[config.mk]
export PLATFORM = sky130hd
export DESIGN_NAME = router_reg
export DESIGN_NICKNAME = d
export VERILOG_FILES = /design/src/rtl/router_reg.sv
export SDC_FILE = /design/constraint.sdc
export NUM_CORES = 1
export LEC_CHECK = 0
export ABC_AREA = 1
export CAP_MARGIN = 20
export CELL_PAD_IN_SITES_DETAIL_PLACEMENT = 0
export CELL_PAD_IN_SITES_GLOBAL_PLACEMENT = 1
export CORE_AREA = 10 10 79 148
export DETAILED_ROUTE_END_ITERATION = 16
export DIE_AREA = 0 0 89 158
export GPL_ROUTABILITY_DRIVEN = 0
export HOLD_SLACK_MARGIN = 0.05
export PLACE_DENSITY_LB_ADDON = 0.1
export SETUP_SLACK_MARGIN = 0.3
export SYNTH_ARGS = -nofsm -noshare
export SYNTH_HDL_FRONTEND = slang
export SYNTH_SLANG_ARGS = --single-unit
[constraint.sdc]
create_clock -name clock -period 1.5 [get_ports clock]
set_input_delay 0.15 -clock clock [delete_from_list [all_inputs] [get_ports clock]]
set_output_delay 0.15 -clock clock [all_outputs]
set_load 0.01 [all_outputs]
[src/rtl/router_reg.sv]
// Router datapath register block: header capture, full-stall hold byte,
// running and received parity, and the parity-error flag.
module router_reg (
  input  logic       clock,
  input  logic       reset,
  input  logic       pkt_valid,
  input  logic [7:0] data_in,
  input  logic       fifo_full,
  input  logic       detect_add,
  input  logic       lfd_state,
  input  logic       ld_state,
  input  logic       laf_state,
  input  logic       full_state,
  input  logic       rst_int_reg,
  output logic [7:0] dout,
  output logic       parity_done,
  output logic       low_pkt_valid,
  output logic       err
);

  logic [7:0] r_hdr_byte;
  logic [7:0] r_hold_byte;
  logic [7:0] r_int_parity;
  logic [7:0] r_pkt_parity;
  logic [7:0] r_dout;
  logic       r_parity_done;
  logic       r_low_pkt_valid;
  logic       r_err;
  logic       r_pd_d;

  logic w_addr_bad;
  logic w_hdr_ok;
  logic w_hdr_ign;
  logic w_lfd;
  logic w_ld;
  logic w_laf;
  logic w_ld_go;
  logic w_ld_stall;
  logic w_ld_last;
  logic w_pd_rise;

  // detect_add overrides every other state strobe
  assign w_addr_bad = (data_in[1:0] == 2'b11);
  assign w_hdr_ok   = detect_add & pkt_valid & ~w_addr_bad;
  assign w_hdr_ign  = detect_add & pkt_valid & w_addr_bad;
  assign w_lfd      = lfd_state & ~detect_add;
  assign w_ld       = ld_state & ~detect_add;
  assign w_laf      = laf_state & ~detect_add;
  assign w_ld_go    = w_ld & ~fifo_full;
  assign w_ld_stall = w_ld & fifo_full;
  assign w_ld_last  = w_ld & ~pkt_valid;
  assign w_pd_rise  = r_parity_done & ~r_pd_d;

  always_ff @(posedge clock or posedge reset) begin
    if (reset) begin
      r_hdr_byte <= 8'h00;
    end else if (w_hdr_ok) begin
      r_hdr_byte <= data_in;
    end
  end

  always_ff @(posedge clock or posedge reset) begin
    if (reset) begin
      r_dout <= 8'h00;
    end else if (w_lfd) begin
      r_dout <= r_hdr_byte;
    end else if (w_ld_go) begin
      r_dout <= data_in;
    end else if (w_laf) begin
      r_dout <= r_hold_byte;
    end
  end

  always_ff @(posedge clock or posedge reset) begin
    if (reset) begin
      r_hold_byte <= 8'h00;
    end else if (w_ld_stall) begin
      r_hold_byte <= data_in;
    end
  end

  // A stalled byte is folded in on LAF, never on the stalled LD cycle
  always_ff @(posedge clock or posedge reset) begin
    if (reset) begin
      r_int_parity <= 8'h00;
    end else if (detect_add) begin
      r_int_parity <= 8'h00;
    end else if (w_lfd & pkt_valid) begin
      r_int_parity <= r_int_parity ^ r_hdr_byte;
    end else if (w_ld_go & pkt_valid & ~full_state) begin
      r_int_parity <= r_int_parity ^ data_in;
    end else if (w_laf & ~r_low_pkt_valid) begin
      r_int_parity <= r_int_parity ^ r_hold_byte;
    end
  end

  always_ff @(posedge clock or posedge reset) begin
    if (reset) begin
      r_pkt_parity <= 8'h00;
    end else if (w_ld_last) begin
      r_pkt_parity <= data_in;
    end
  end

  always_ff @(posedge clock or posedge reset) begin
    if (reset) begin
      r_low_pkt_valid <= 1'b0;
    end else if (rst_int_reg) begin
      r_low_pkt_valid <= 1'b0;
    end else if (w_ld_last) begin
      r_low_pkt_valid <= 1'b1;
    end
  end

  always_ff @(posedge clock or posedge reset) begin
    if (reset) begin
      r_parity_done <= 1'b0;
    end else if (detect_add) begin
      r_parity_done <= 1'b0;
    end else if ((w_ld_last & ~fifo_full) |
                 (w_laf & r_low_pkt_valid & ~r_parity_done)) begin
      r_parity_done <= 1'b1;
    end
  end

  always_ff @(posedge clock or posedge reset) begin
    if (reset) begin
      r_pd_d <= 1'b0;
    end else begin
      r_pd_d <= r_parity_done;
    end
  end

  // An ignored header must not disturb a pending error flag
  always_ff @(posedge clock or posedge reset) begin
    if (reset) begin
      r_err <= 1'b0;
    end else if (detect_add & ~w_hdr_ign) begin
      r_err <= 1'b0;
    end else if (w_pd_rise) begin
      r_err <= (r_int_parity != r_pkt_parity);
    end
  end

  assign dout          = r_dout;
  assign parity_done   = r_parity_done;
  assign low_pkt_valid = r_low_pkt_valid;
  assign err           = r_err;

endmodule
==> results.toml <==
[global_route]
track_usage = 0.112
grt_max_degree = 34
use_met2 = 0.207
antenna_found_initial = 0
grt_pass1_vias = 2120
overflow = 0
grt_use_met3 = 0.0206
grt_pass1_wl_um = 11600
grt-busiest-layer = "met2"
gr-usage-met1 = 0.120

[pwr]
vdd_drop_max_mv = 0.468
power.leakage_nw = 1.50
power.density_mw_per_mm2 = 1060
power.total_mw = 3.41

[clocking]
cts_made_buffers = 5
insertion_delay_ns = 0.29
htreeDepth = 2
cts_sinks = 44
cts_tree = "built"
cts_root_buffer = "clkbuf_16"
holdBufCountCts = 0
clk_path_buf_depth = 2
clkTransAtPathRegs_ns = 0.06

[routing]
routed-via-count = 2063
via_per_inst = 4.63
ant_nets = 0
drt-wirelength-per-cell_um = 16.7
dr.pass1.iters = 4
drtIter0Drc = 95
drc_errors = 0
routed_wl_um = 7450

[timing]
slew_headroom = 0.784
slew_viol_final = 0
fin_ws_ns = 0.294
fin_worst_skew_ns = 0.00210
rsz0062_at_grt = "yes"
fin_crit_ns = 1.21
finalHoldViolations = 0
fin_setup_tns_ns = 0
fin_crit_sh = 0.804
tightest_slew_ns = 0.323
max_freq_ghz = 0.829
setup_violations = 0

[place]
place_ws_ns = -0.226
numPortBuffers = 28
hpwl_um = 5540
placed_cells = 432
dpl-instance-area_mm2 = 0.00284

[setup_path]
cp_slowest_cell = "dfrtp_1"
end_kind = "flop"
worst_r2r_path_depth = 5
worst_ep_required_time_ns = 1.67
crit_path_max_incr_delay_ns = 0.41
reg2reg_from = "r_int_parity[6]"
start_kind = "flop"
crit_path_cell_trace = "xor2_1 -> nor2_1 -> nand3_1 -> nor2_1 -> nor2_1"
cp_num_buf_inv = 0
cpMostUsedCell = "nor2_1"
r2r_slack_ns = 0.29
criticalPathCategory = "flop to flop"
r2r-end = "err"
worstPathArrival_ns = 1.38
cp_max_fo = 3
path_delay_family = "simple AND/OR/NAND/NOR gates"

[final_layout]
final-instance-count-excl-fill = 446
drive_above_1_share = 0.272
fin_nets = 360
area_growth_pct = 43.5
diodes = 0
final_area_mm2 = 0.00322

[flow_run]
cap_violations = 0

[die]
die-area_mm2 = 0.0141
die_h_um = 158
top_level_ports = 29
fp.dieW_um = 89
placeableCoreArea_mm2 = 0.00932
rows = 50
start_util = 0.241

[synth]
yosysTopAreaCell = "dfrtp_1"
netlist_area_mm2 = 0.00224
yosys.cell_count.top_type = "nand2_1"
synth_edf_count = 0
ys_seq_area_frac = 0.491
syn_nets = 298
ys_ff_latch = 44
syn_avg_cell_area_um2 = 8.02
yosys-top-cells-count = "nand2_1, dfrtp_1, nor2_1"
synth_top_area_frac = 0.491
ys_types = 24
synth_cells = 280
yosysWarnings = 0
synth_ff_type = "dfrtp_1"
async_flop_share = 1.00
ys_top_cells_by_area = "dfrtp_1, nand2_1, o21ai_0, nor2_1, nand3_1"

[run_status]
status = "finished clean"

[hold_path]
hp-class = "primary input to asynchronous set/reset pin"
metal layers:
metal / wire length, um / vias to the layer above
met4: 111 / 0
met1: 2980 / 982
met2: 4130 / 34
met5: 0 / -
met3: 226 / 6
li1: - / 1041
power by group:
group	total, mW	leakage (nW)	switching (mW)	internal, mW
clock	1.07	0.0667	0.465	0.607
sequential	1.52	0.554	0.149	1.37
combinational	0.827	0.884	0.443	0.383
total	3.41	1.50	1.06	2.36
what timing repair did:
item / in CTS / in global routing
resized for setup: 47 / 32
setup buffers: 3 / 3
cloned: 1 / 0
setup endpoints to repair: 46 / 16
pin swaps: 21 / 14
layout make-up:
class	count	area, um^2
well taps	104	130
repair buffers	64	596
clock buffers	6	129
inverters	24	93.8
clock inverters	1	5.00
flip-flops and latches	44	1100
fillers	991	6100
multi-input cells	203	1170
kinds of logic (layout without fill, tap and decap cells):
group	count (synthesis)	in the layout	share of synthesized area
muxes	2	2	0.00892
xor gates and xnor gates	4	4	0.0156
AOI/OAI and AO/OA	63	63	0.149
and+or+nand+nor	134	134	0.268
buffers and inverters	33	95	0.0680
DFF	44	44	0.491
worst max-delay path by stage:
stage | depth (start not counted) | from | endpoint
2_1_floorplan | 1 | reset | dout[0]
3_3_place_gp | 8 | detect_add | r_int_parity[2]
3_5_place_dp | 8 | detect_add | r_int_parity[2]
4_1_cts | 8 | low_pkt_valid | r_int_parity[2]
5_1_grt | 8 | low_pkt_valid | r_int_parity[2]
6_report | 5 | r_int_parity[6] | err
per-stage QoR:
stage / utilization / hold WS (ns)
floorplan: - / 0.213
global placement: 0.304 / 0.396
detailed placement: 0.304 / 0.398
CTS: 0.334 / 0.154
global route: 0.346 / 0.179
finish: 0.346 / 0.136
placed cells by master, fill, tap and decap left out, types with 4 or more instances in the layout:
master / instances
buf_12: 4
a21oi_2: 8
o211ai_1: 6
nand3_1: 19
a21oi_1: 16
nand2_2: 4
o21ai_0: 31
buf_4: 26
dlygate4sd2_1: 13
clkdlybuf4s50_1: 10
inv_2: 4
dfrtp_1: 44
nand3_2: 9
clkbuf_16: 5
nor2_4: 11
buf_6: 5
nor2_1: 23
nor2_2: 8
inv_1: 19
nand2_1: 56
state kept, by name (all words and copies together) (netlist names):
name and count:
dout 8, err 1, low_pkt_valid 1, parity_done 1, r_hdr_byte 8, r_hold_byte 8
r_int_parity 8, r_pd_d 1, r_pkt_parity 8
(Power assumes the default switching activity.)
